`src/rtl/div_pkg.sv`:
```
// Shared types and constants for the sequential divider.
// Latency: n/a (declarations only).
// Backpressure: n/a.
package div_pkg;

    // Default operand/result width.
    localparam int DIV_WIDTH = 32;

    // Quotient reported on a divide-by-zero: all ones at the default width.
    localparam logic [DIV_WIDTH-1:0] DZ_QUOTIENT = '1;

    typedef enum logic [1:0] {
        IDLE = 2'd0,
        RUN  = 2'd1,
        DONE = 2'd2
    } div_state_t;

endpackage

```
`src/rtl/div_step.sv`:
```
// One restoring-division iteration: shift {rem,quo} left, trial-subtract the divisor.
// Latency: combinational.
// Backpressure: none; evaluated every cycle, consumed only while the divider runs.
//
// Ports:
//   rem, quo, divisor   current partial remainder, quotient shift register, divisor magnitude
//   rem_next, quo_next  values after this iteration
module div_step
    import div_pkg::*;
#(
    parameter int WIDTH = DIV_WIDTH
) (
    input  logic [WIDTH-1:0] rem,
    input  logic [WIDTH-1:0] quo,
    input  logic [WIDTH-1:0] divisor,
    output logic [WIDTH-1:0] rem_next,
    output logic [WIDTH-1:0] quo_next
);

    // The partial remainder picks up the next dividend bit; it is one bit
    // wider than an operand because rem < divisor before the shift.
    logic [WIDTH:0] shifted;
    logic           fits;

    assign shifted = {rem, quo[WIDTH-1]};
    assign fits    = (shifted >= {1'b0, divisor});

    // When the subtraction fits, the true difference is below the divisor,
    // so the low WIDTH bits of a modular subtract are exact.
    assign rem_next = fits ? (shifted[WIDTH-1:0] - divisor) : shifted[WIDTH-1:0];
    assign quo_next = {quo[WIDTH-2:0], fits};

endmodule

```
`src/rtl/seq_divider.sv`:
```
// Multi-cycle restoring divider: quotient (LO) and remainder (HI), one quotient bit per clock.
// Latency: done pulses WIDTH+1 edges after the accepted start (1 edge for divide-by-zero).
// Backpressure: start is sampled only in IDLE; starts while busy are dropped.
//
// Ports:
//   clk, clr               rising-edge clock; asynchronous active-high reset
//   start, dividend,
//   divisor                request and operands, captured on the accepted start edge
//   quotient, remainder    results, held until the next operation completes
//   busy, done, dz         operation in flight, one-cycle completion pulse, divide-by-zero flag
//
// Build option: define DIV_SIGNED_EN for two's-complement operands (truncating
// division, remainder takes the dividend's sign); otherwise operands are unsigned.
module seq_divider
    import div_pkg::*;
#(
    parameter int WIDTH = DIV_WIDTH
) (
    input  logic             clk,
    input  logic             clr,
    input  logic             start,
    input  logic [WIDTH-1:0] dividend,
    input  logic [WIDTH-1:0] divisor,
    output logic [WIDTH-1:0] quotient,
    output logic [WIDTH-1:0] remainder,
    output logic             busy,
    output logic             done,
    output logic             dz
);

    localparam int            CW   = $clog2(WIDTH);
    localparam logic [CW-1:0] LAST = CW'(WIDTH - 1);

    div_state_t       state;
    logic [CW-1:0]    cnt;
    logic [WIDTH-1:0] rem_r;
    logic [WIDTH-1:0] quo_r;
    logic [WIDTH-1:0] div_r;
    logic             dz_pend;

    logic [WIDTH-1:0] dvd_mag;
    logic [WIDTH-1:0] dvs_mag;
    logic [WIDTH-1:0] res_quo;
    logic [WIDTH-1:0] res_rem;
    logic [WIDTH-1:0] step_rem;
    logic [WIDTH-1:0] step_quo;

`ifdef DIV_SIGNED_EN
    logic q_neg;
    logic r_neg;

    assign dvd_mag = dividend[WIDTH-1] ? -dividend : dividend;
    assign dvs_mag = divisor[WIDTH-1]  ? -divisor  : divisor;

    // Most-negative / -1 falls out naturally: the magnitude quotient is
    // 2^(WIDTH-1) and the signs match, so no negation is applied.
    assign res_quo = q_neg ? -quo_r : quo_r;
    assign res_rem = r_neg ? -rem_r : rem_r;

    always_ff @(posedge clk or posedge clr) begin
        if (clr) begin
            q_neg <= 1'b0;
            r_neg <= 1'b0;
        end else if (state == IDLE && start) begin
            q_neg <= dividend[WIDTH-1] ^ divisor[WIDTH-1];
            r_neg <= dividend[WIDTH-1];
        end
    end
`else
    assign dvd_mag = dividend;
    assign dvs_mag = divisor;
    assign res_quo = quo_r;
    assign res_rem = rem_r;
`endif

    div_step #(
        .WIDTH (WIDTH)
    ) u_step (
        .rem      (rem_r),
        .quo      (quo_r),
        .divisor  (div_r),
        .rem_next (step_rem),
        .quo_next (step_quo)
    );

    always_ff @(posedge clk or posedge clr) begin
        if (clr) begin
            state     <= IDLE;
            cnt       <= '0;
            rem_r     <= '0;
            quo_r     <= '0;
            div_r     <= '0;
            dz_pend   <= 1'b0;
            quotient  <= '0;
            remainder <= '0;
            busy      <= 1'b0;
            done      <= 1'b0;
            dz        <= 1'b0;
        end else begin
            case (state)
                IDLE: begin
                    done <= 1'b0;
                    if (start) begin
                        busy  <= 1'b1;
                        cnt   <= '0;
                        div_r <= dvs_mag;
                        if (divisor == '0) begin
                            // rem_r carries the raw dividend through to the result.
                            dz_pend <= 1'b1;
                            rem_r   <= dividend;
                            quo_r   <= '0;
                            state   <= DONE;
                        end else begin
                            dz_pend <= 1'b0;
                            rem_r   <= '0;
                            quo_r   <= dvd_mag;
                            state   <= RUN;
                        end
                    end else begin
                        busy <= 1'b0;
                    end
                end
                RUN: begin
                    rem_r <= step_rem;
                    quo_r <= step_quo;
                    cnt   <= cnt + 1'b1;
                    if (cnt == LAST) begin
                        state <= DONE;
                    end
                end
                DONE: begin
                    // busy stays high through this edge and drops on the
                    // following IDLE edge unless a new start is taken.
                    done <= 1'b1;
                    dz   <= dz_pend;
                    if (dz_pend) begin
                        quotient  <= {WIDTH{DZ_QUOTIENT[0]}};
                        remainder <= rem_r;
                    end else begin
                        quotient  <= res_quo;
                        remainder <= res_rem;
                    end
                    state <= IDLE;
                end
                default: begin
                    state <= IDLE;
                end
            endcase
        end
    end

endmodule

```
`config.mk`:
```
export PLATFORM = sky130hd
export DESIGN_NAME = seq_divider
export DESIGN_NICKNAME = d
export VERILOG_FILES = /design/src/rtl/div_pkg.sv /design/src/rtl/div_step.sv /design/src/rtl/seq_divider.sv
export SDC_FILE = /design/constraint.sdc
export NUM_CORES = 1
export LEC_CHECK = 0
export CORE_MARGIN = 4
export CORE_UTILIZATION = 50
export CTS_CLUSTER_SIZE = 12
export DETAILED_ROUTE_END_ITERATION = 8
export MAX_ROUTING_LAYER = met4
export PLACE_DENSITY = 0.81
export SYNTH_ARGS = -nofsm -noshare
export SYNTH_HDL_FRONTEND = slang
export SYNTH_SLANG_ARGS = --single-unit
```
`constraint.sdc`:
```
create_clock -name clk -period 12.4 [get_ports clk]
set_input_delay 3.1 -clock clk [delete_from_list [all_inputs] [get_ports clk]]
set_output_delay 3.1 -clock clk [all_outputs]
set_load 0.1 [all_outputs]
```
# [Yosys cells after proc, flatten, opt, wreduce, memory -nomap -nowiden]
# Index checks and enable logic that the tools add are counted.
[totals] input_bits=67 out_inout_bits=67 ff_bits=171
[classes] magnitude_cmp=1 add_sub_neg=2 n_eq_ne=5 n_mux=17 reduce_logical=7
[op_table] cell="two-way mux 32 bit" n=6
[op_table] cell="case mux 32 bit (2 select lines)" n=2
[op_table] cell="greater-or-equal comparator 33 x 32 -> 1 bit" n=1
[op_table] cell="zero test 32 bit" n=1
[op_table] cell="subtractor 32 bit" n=1
[op_table] cell="case mux 5 bit (2 select lines)" n=1
[op_table] cell="two-way mux 2 bit" n=3
[op_table] cell="AND reduction 2 bit" n=3
[op_table] cell="adder 5 x 1 -> 5 bit (second input constant)" n=1
[op_table] cell="== test 5 bit (second input constant)" n=1
[op_table] cell="two-way mux 5 bit" n=1
[op_table] cell="inequality test 2 bit (second input constant)" n=2
[op_table] cell="case mux 2 bit (2 select lines)" n=1
[op_table] cell="nonzero test 2 bit" n=2
[op_table] cell="== test 2 x 1 -> 1 bit (second input constant)" n=1
[op_table] cell="== test 2 bit (second input constant)" n=1
[op_table] cell="zero test 2 bit" n=1
[op_table] cell="two-way mux 1 bit" n=2
[op_table] cell="case mux 1 bit (2 select lines)" n=1

# [Longest topological paths before layout]
# Gate-level depths: netlist of the first run.
[depth] ltp_word=4 mapped_depth=12 mapped_depth_nobuf=12

# [Cells and area by module]
# Synthesis of the first run repeated with hierarchy kept, for this count alone.
[unflattened] hier_cells=1077 hier_area_um2=9589.2
[by_module_without_submodules] mod="seq_divider" n_inst=1 area_per_inst_um2=7018.0 seq_area_each_um2=4279.1 cells_per_inst=722
[by_module_without_submodules] mod="div_step" n_inst=1 area_per_inst_um2=2571.2 seq_area_each_um2=0.0 cells_per_inst=355

# [Worst setup path before layout of the first run]
# Ideal clock, no wire load.
[synth_timing] path_type="in2reg" startpoint="input port divisor[25]" endpoint="register quo_r[10]" setup_time_ns=0.141 path_buffers=2 slack_ns=7.970 path_stages=7 t_arrival_ns=4.289 path_cell_list="nor4_1 -> nand4_1 -> or2_2 -> clkbuf_1 -> buf_1 -> nand3_1 -> a31oi_1"
[synth_between] elab_chain_len=4
[synth_lines] element="from (decl)" line_no="seq_divider.sv:23" rtl="input logic [WIDTH-1:0] divisor,"
[synth_lines] element="zero test 32 bit" line_no="seq_divider.sv:107" rtl="if (divisor == '0) begin"
[synth_lines] element="two-way mux 32 bit" line_no="seq_divider.sv:107"
[synth_lines] element="two-way mux 32 bit" line_no="seq_divider.sv:103" rtl="if (start) begin"
[synth_lines] element="case mux 32 bit (2 select lines)" line_no="seq_divider.sv:100" rtl="case (state)"
[synth_lines] element="to (signal assigned)" line_no="seq_divider.sv:116" rtl="quo_r <= dvd_mag;"
[synth_lines] element="to (signal assigned)" line_no="seq_divider.sv:125" rtl="quo_r <= step_quo;"
[synth_lines] element="to (decl)" line_no="seq_divider.sv:37" rtl="logic [WIDTH-1:0] quo_r;"
# No other way between the ends. The select of a mux whose other input is x is not followed.
# A chain may end at the register's enable or synchronous reset.

# [Final worst setup path of the first run]
[layout_timing] startpoint="input port divisor[25]" endpoint="register rem_r[0]"
[layout_between] elab_chain_len=4
[layout_lines] element="zero test 32 bit" line_no="seq_divider.sv:107"
[layout_lines] element="two-way mux 32 bit" line_no="seq_divider.sv:107"
[layout_lines] element="two-way mux 32 bit" line_no="seq_divider.sv:103"
[layout_lines] element="case mux 32 bit (2 select lines)" line_no="seq_divider.sv:100"
[layout_lines] element="to (signal assigned)" line_no="seq_divider.sv:110" rtl="rem_r <= dividend;"
[layout_lines] element="to (signal assigned)" line_no="seq_divider.sv:124" rtl="rem_r <= step_rem;"
[layout_lines] element="to (decl)" line_no="seq_divider.sv:36" rtl="logic [WIDTH-1:0] rem_r;"
# No other way between the ends. The select of a mux whose other input is x is not followed.

==> out/results.ini, run 1 <==
[status]
result_of_the_run=completed

[yosys]
postSynth.topFlopCell=sky130_fd_sc_hd__dfrtp_1
syn_avg_cell_area_um2=8.91
synth_enable_flop_cells=0
number_of_standard_cells_after_synthesis=1037
synth_seq_cells=171
synth.yosys.seq_area_share_pct=46.3
post_synth_num_cell_types=58
synthesis.nets=1139
async_reset_ff_share_pct=100
post_synth_instance_area_mm2=0.00924
syn_warnings=0

[place]
dp_hpwl_um=17200
port_buffers=133
number_of_placed_cells_counting_well_taps=1332
finalWeightedCongestion=0.937

[setup_path]
critical_path_arrival_ns=5.94
startpoint_type=primary input
worst-endpoint-required_ns=12.73
end_kind=flip-flop
timing_worst_setup_path_type=primary input to flip-flop
worst-path-max-fanout=33

[sta]
post-route-period-util_pct=45.3
slew_viol_final=0
worst_pin_slew_ns=1.15
worst_skew_ns=0.00834
report.final.setup_viol=0
final.setup.tns_ns=0
grt_setup_unrepaired=no
slew_headroom_pct=23.0
fmax_mhz=178
final.min_clock_period_ns=5.61
finalHoldViolCount=0

[final_layout]
layout_commonest_cell=sky130_fd_sc_hd__dfrtp_1
fin_cells=1363
drive_above_1_share_pct=7.41
syn2layout_area_growth_pct=21.7
net_count_final=1224
most-common-layout-cells=sky130_fd_sc_hd__dfrtp_1, sky130_fd_sc_hd__nand2_1, sky130_fd_sc_hd__clkdlybuf4s50_1

[cts]
cts.path.max_buffers=2
clock_latency_ns=0.43
h-tree-depth=4
holdBufCountCts=0
cts_tree=built
cts.repair_timing.setup_buffer_count=0
postCtsResizedCells=0
worst_setup_hold_path_clk_slew_ns=0.06
clk_root_buffer_cell=sky130_fd_sc_hd__clkbuf_16
cts.sinks=171
cts_inserted_buffers=17

[floorplanning]
design.portCount=134
fp.dieH_um=144
initial_core_util_pct=51.1
core.rowCount=49
core-area_mm2=0.0181
die_width_um=144
design.die.area_mm2=0.0207

[global_routing]
grt_pass1_wl_um=39300
pin_count_of_the_biggest_net_entering_global_routing=104
initial_antenna_violation_count=1
first_global_vias=7487
overflow=0
grtUsageTotal_pct=24.6

[detailed_routing]
drc=0
drt_pass1_iterations=5
vias=7960
antenna_violating_nets_post_route=0
avgViaCountPerCell=5.84
route.final.wire_length_um=24200
initialDrtViolationCount=654
wire_per_inst_um=17.8

[power]
vdd_ir_drop_max_v=0.000148
power_per_cell_area_mw_per_mm2=304
static-leakage-power_nw=5.00

[job]
drv.max_cap_violation_count=0

[worst_hold_path]
holdCritPathClass=flip-flop to flip-flop

==> cell type report <==
class                   instances  area (µm²)
diodes                          1        2.50
clock buffers                  20         457
clock inverters                10         164
fillers                      1530        6840
inverters                      44         170
multi-input cells             749        4510
flip-flops and latches        171        4280
well taps                     229         287
repair buffers                139        1380
==> power by group <==
group / internal [mW] / switching, mW / leakage, nW
logic: 0.731 / 1.21 / 2.58
registers: 0.758 / 0.157 / 2.11
clock network: 0.347 / 0.220 / 0.308
==> cell usage after synthesis (all sizes together), types with 3 or more instances <==
library cell  instances  area [µm²]
dfrtp               171        4280
nand2               145         544
o21ai               105         526
nor2                 87         334
clkbuf               63         238
nand3                62         310
a21oi                55         283
inv                  44         165
a31oi                36         240
ha                   34         425
mux2                 32         360
and3                 24         151
a211oi               22         165
xnor2                17         149
nor3                 15        75.1
a311oi               12         111
nand4                11        68.8
xor2                 11        96.3
buf                  10        68.8
mux2i                10         100
o21bai               10        75.1
nor4                  9        56.3
a21o                  8        60.1
nand2b                5        31.3
o21a                  4        30.0
a221oi                3        26.3
nor2b                 3        18.8
==> layer usage <==
metal  share of wire [%]  global-route usage, %  vias up
li1                    -                      -     3841
met1                  48                   36.2     3815
met2                  44                   35.3      266
met3                 5.4                   3.06       38
met4                 2.3                   8.13        0
met5                   0                      -        -
==> critical path, stage by stage <==
cell and delay (ns):
sky130_fd_sc_hd__clkdlybuf4s50_1 0.42, sky130_fd_sc_hd__nor4_1 0.47, sky130_fd_sc_hd__nand4_1 0.35, sky130_fd_sc_hd__nor2_2 0.98, sky130_fd_sc_hd__and3_1 0.29, sky130_fd_sc_hd__a211oi_1 0.06
sky130_fd_sc_hd__a311oi_2 0.26
==> flip-flops by register name, indices dropped and copies added, names as in the netlist <==
signal	cells
div_r	32
quo_r	32
quotient	32
rem_r	32
remainder	32
cnt	5
state	2
busy	1
done	1
dz	1
dz_pend	1
==> path summary, 6_finish.rpt <==
| check | start | end | slack (ns) | cells after the start |
|---|---|---|---|---|
| worst max-delay path | divisor[25] | rem_r[0] | 6.79 | 7 |
| worst min-delay path | quotient[25] | quotient[25] | 0.48 | 2 |
| worst max register to register | rem_r[4] | rem_r[23] | 8.95 | 9 |
| worst min register to register | quotient[25] | quotient[25] | 0.48 | 2 |
| max in group asynchronous | clr | div_r[19] | 7.68 | 3 |
| min in group asynchronous | clr | quotient[6] | 3.18 | 2 |
==> per-stage QoR <==
stage	instance area [µm²]	power, mW	worst slack, ns	hold slack (ns)	utilization [%]
3_3_place_gp	10600	2.79	6.27	0.461	58.7
3_5_place_dp	10600	2.83	6.25	0.471	58.7
6_report	11200	3.42	6.79	0.478	62.2
2_1_floorplan	9240	2.40	4.67	0.449	-
4_1_cts	11200	3.41	6.70	0.485	62.2
5_1_grt	11200	3.68	6.54	0.510	62.2
==> logic make-up (layout without fill, tap and decap cells) <==
logic type	after synthesis	in the layout	synth area share (%)
AND/OR/NAND/NOR	372	372	18.2
AO/OA/AOI/OAI	272	272	18.0
flip-flops	171	171	46.3
buffers and inverters	117	213	5.10
multiplexers	42	42	4.98
adder cells (fa/ha/maj)	35	35	4.82
XOR/XNOR	28	28	2.65
other	0	1	0
No activity file was read; power rests on OpenSTA's default activity.
==> run 2: changes to the inputs <==
==> constraint.sdc (replaced) <==
create_clock -name clk -period 5.8 [get_ports clk]
set_input_delay 1.45 -clock clk [delete_from_list [all_inputs] [get_ports clk]]
set_output_delay 1.45 -clock clk [all_outputs]
set_load 0.1 [all_outputs]
==> run 2 against run 1 <==
Compared with the run above: global-route usage fell by 0.29 points; worst hold slack got worse by 0.00067 ns; clock skew about the same; worst setup slack got worse by 4.5 ns; first-iteration DRC count increased by 12%; clock power increased by 100%; sequential share of layout area barely moved; register-to-register slack worse by 6.6 ns; sequential power up 110%; non-clock buffer count increased by 2; critical path type unchanged; highest routed layer unchanged.
==> out/results.ini, run 2 (synthesis results as in run 1) <==
[floorplanning]
core-area_mm2=0.0181  ; unchanged
fp.dieH_um=144  ; unchanged
design.die.area_mm2=0.0207  ; unchanged
core.rowCount=49  ; unchanged
die_width_um=144  ; unchanged
design.portCount=134  ; unchanged
initial_core_util_pct=51.1  ; unchanged

[sta]
worst_skew_ns=0.00807  ; was 0.00834 ns
grt_setup_unrepaired=no  ; unchanged
report.final.setup_viol=0  ; unchanged
slew_viol_final=0  ; unchanged
final.min_clock_period_ns=3.47
hold-worst-slack_ns=0.478  ; about the same
fmax_mhz=289
timing.final.ws_setup_ns=2.33  ; was 6.79 ns
slew_headroom_pct=29.3  ; was 23.0%
finalHoldViolCount=0  ; unchanged
worst_pin_slew_ns=1.06  ; was 1.15 ns
post-route-period-util_pct=59.8
final.setup.tns_ns=0  ; unchanged

[power]
switching_share_pct=47.0  ; was 46.3%
static-leakage-power_nw=4.99  ; was 5.00 nW
clock_power_share_pct=16.1  ; was 16.6%
power_frac_comb_pct=56.9  ; was 56.7%
power_per_cell_area_mw_per_mm2=645  ; was 304 mW/mm²
internal-power_mw=3.84  ; was 1.84 mW
pnr_total_power_mw=7.25  ; was 3.42 mW
net-switching-power_mw=3.41  ; was 1.58 mW
vdd_ir_drop_max_v=0.000311  ; was 0.000148 V
seqPwrFrac_pct=27.0  ; was 26.8%

[setup_path]
termination_of_the_worst_setup_path=quo_r[31]  ; was rem_r[0]
worst-endpoint-required_ns=6.11  ; was 12.73 ns
cp_slowest_stage_delay_ns=0.66  ; was 0.98 ns
crit_cells=6  ; was 7
critical-path-slowest-cell=sky130_fd_sc_hd__or2_2  ; was sky130_fd_sc_hd__nor2_2
startpoint_type=primary input  ; unchanged
regToRegSetupSlack_ns=2.34  ; was 8.95 ns
timing_worst_setup_path_type=primary input to flip-flop  ; unchanged
rr_worst_depth=9  ; unchanged
critical_path.reg2reg.startpoint=rem_r[7]  ; was rem_r[4]
critical_path_arrival_ns=3.77  ; was 5.94 ns
path_buf_inv=1  ; unchanged
critical_path.startpoint=divisor[25]  ; unchanged
worst_path_dominant_cell_family=simple AND/OR/NAND/NOR gates  ; unchanged
worst-path-max-fanout=34  ; was 33
end_kind=flip-flop  ; unchanged
regToRegEndpoint=rem_r[23]  ; unchanged
path_cells=clkdlybuf4s50_1 -> nor4_1 -> nand4_1 -> or2_2 -> a221oi_1 -> nor2_1  ; was clkdlybuf4s50_1 -> nor4_1 -> nand4_1 -> nor2_2 -> and3_1 -> a211oi_1 -> a311oi_2

[cts]
worst_setup_hold_path_clk_slew_ns=0.07  ; was 0.06 ns
clock_latency_ns=0.43  ; about the same
cts.repair_timing.setup_buffer_count=0  ; unchanged
clk_root_buffer_cell=sky130_fd_sc_hd__clkbuf_16  ; unchanged
cts.sinks=171  ; unchanged
postCtsResizedCells=0  ; unchanged
holdBufCountCts=0  ; unchanged
cts_inserted_buffers=17  ; unchanged
h-tree-depth=4  ; unchanged
cts.path.max_buffers=2  ; unchanged
cts_tree=built  ; unchanged

[final_layout]
layout_commonest_cell=sky130_fd_sc_hd__dfrtp_1  ; unchanged
utilization_of_the_core_after_routing_pct=62.1  ; was 62.2%
most-common-layout-cells=sky130_fd_sc_hd__dfrtp_1, sky130_fd_sc_hd__nand2_1, sky130_fd_sc_hd__clkdlybuf4s50_1  ; unchanged
drive_above_1_share_pct=7.83  ; was 7.41%
diodes=0  ; was 1
syn2layout_area_growth_pct=21.6  ; was 21.7%
net_count_final=1226  ; was 1224
n_fill_cell=1539  ; was 1530

[global_routing]
initial_antenna_violation_count=0  ; was 1
first_global_vias=7576  ; was 7487
grtUsageTotal_pct=24.3  ; was 24.6%
grt_pass1_wl_um=39000  ; was 39300 µm
pin_count_of_the_biggest_net_entering_global_routing=100  ; was 104
overflow=0  ; unchanged

[detailed_routing]
drt_pass1_iterations=5  ; unchanged
wire_per_inst_um=17.5  ; was 17.8 µm
initialDrtViolationCount=731  ; was 654
route.final.wire_length_um=23900  ; was 24200 µm
drc=0  ; unchanged
antenna_violating_nets_post_route=0  ; unchanged
avgViaCountPerCell=5.81  ; was 5.84
vias=7939  ; was 7960

[worst_hold_path]
holdCritPathClass=flip-flop to flip-flop  ; unchanged

[place]
dp_worst_setup_slack_ns=1.85  ; was 6.25 ns
finalWeightedCongestion=0.937  ; about the same
dp_hpwl_um=17000  ; was 17200 µm
port_buffers=133  ; unchanged

[job]
drv.max_cap_violation_count=0  ; unchanged

[status]
result_of_the_run=completed  ; unchanged

run 2: cell types whose count changed in the layout (fill, tap and decap cells not counted), sizes merged:
cell and change:
clkbuf -2, diode -1, clkinvlp +3, bufinv -2
buf +2, clkinv +3
run 2: tightest hold or removal path: stages (launching register included):
cell and delay, ns:
sky130_fd_sc_hd__dfrtp_1 0.34, sky130_fd_sc_hd__nand2_1 0.04, sky130_fd_sc_hd__o21ai_0 0.06
run 2: how the worst min path moves through the flow:
stage                        end  cells after the start         start
global placement    quotient[28]                      2  quotient[28]
detailed placement  quotient[21]                      2  quotient[21]
CTS                 quotient[21]                      2  quotient[21]
finish              quotient[22]                      2  quotient[22]
floorplan                 cnt[3]                      1        cnt[3]
global route        quotient[28]                      2  quotient[28]
run 2: power groups by stage:
stage	clock, mW	sequential [mW]	combinational (mW)
after detailed placement	0	1.97	4.07
after floorplan	0	2.29	2.85
final	1.16	1.96	4.13
after global routing	1.24	2.00	4.56
after global placement	0	1.95	4.01
after CTS	1.18	1.95	4.10
run 2: layer usage:
metal | routed length [µm] | global-route usage (%) | part of all wire (%) | up-vias
li1 | - | - | - | 3854
met1 | 11700 | 36.2 | 49 | 3796
met2 | 10300 | 34.4 | 43 | 258
met3 | 1380 | 4.36 | 5.8 | 31
met4 | 437 | 5.90 | 1.8 | 0
met5 | 0 | - | 0 | -
run 2: cell type report:
cell class | instances | area, µm² | area share [%]
Tap cell | 229 | 287 | 2.55
Clock inverter | 14 | 160 | 1.43
Multi-Input combinational cell | 749 | 4510 | 40.2
Timing Repair Buffer | 141 | 1390 | 12.4
Sequential cell | 171 | 4280 | 38.1
Clock buffer | 18 | 439 | 3.91
Inverter | 44 | 169 | 1.50
run 2: stage by stage:
stage	cell area [µm²]	cells
after floorplan	9250	1037
after global placement	10600	1334
after detailed placement	10600	1334
after CTS	11200	1366
after global routing	11200	1366
final	11200	1366
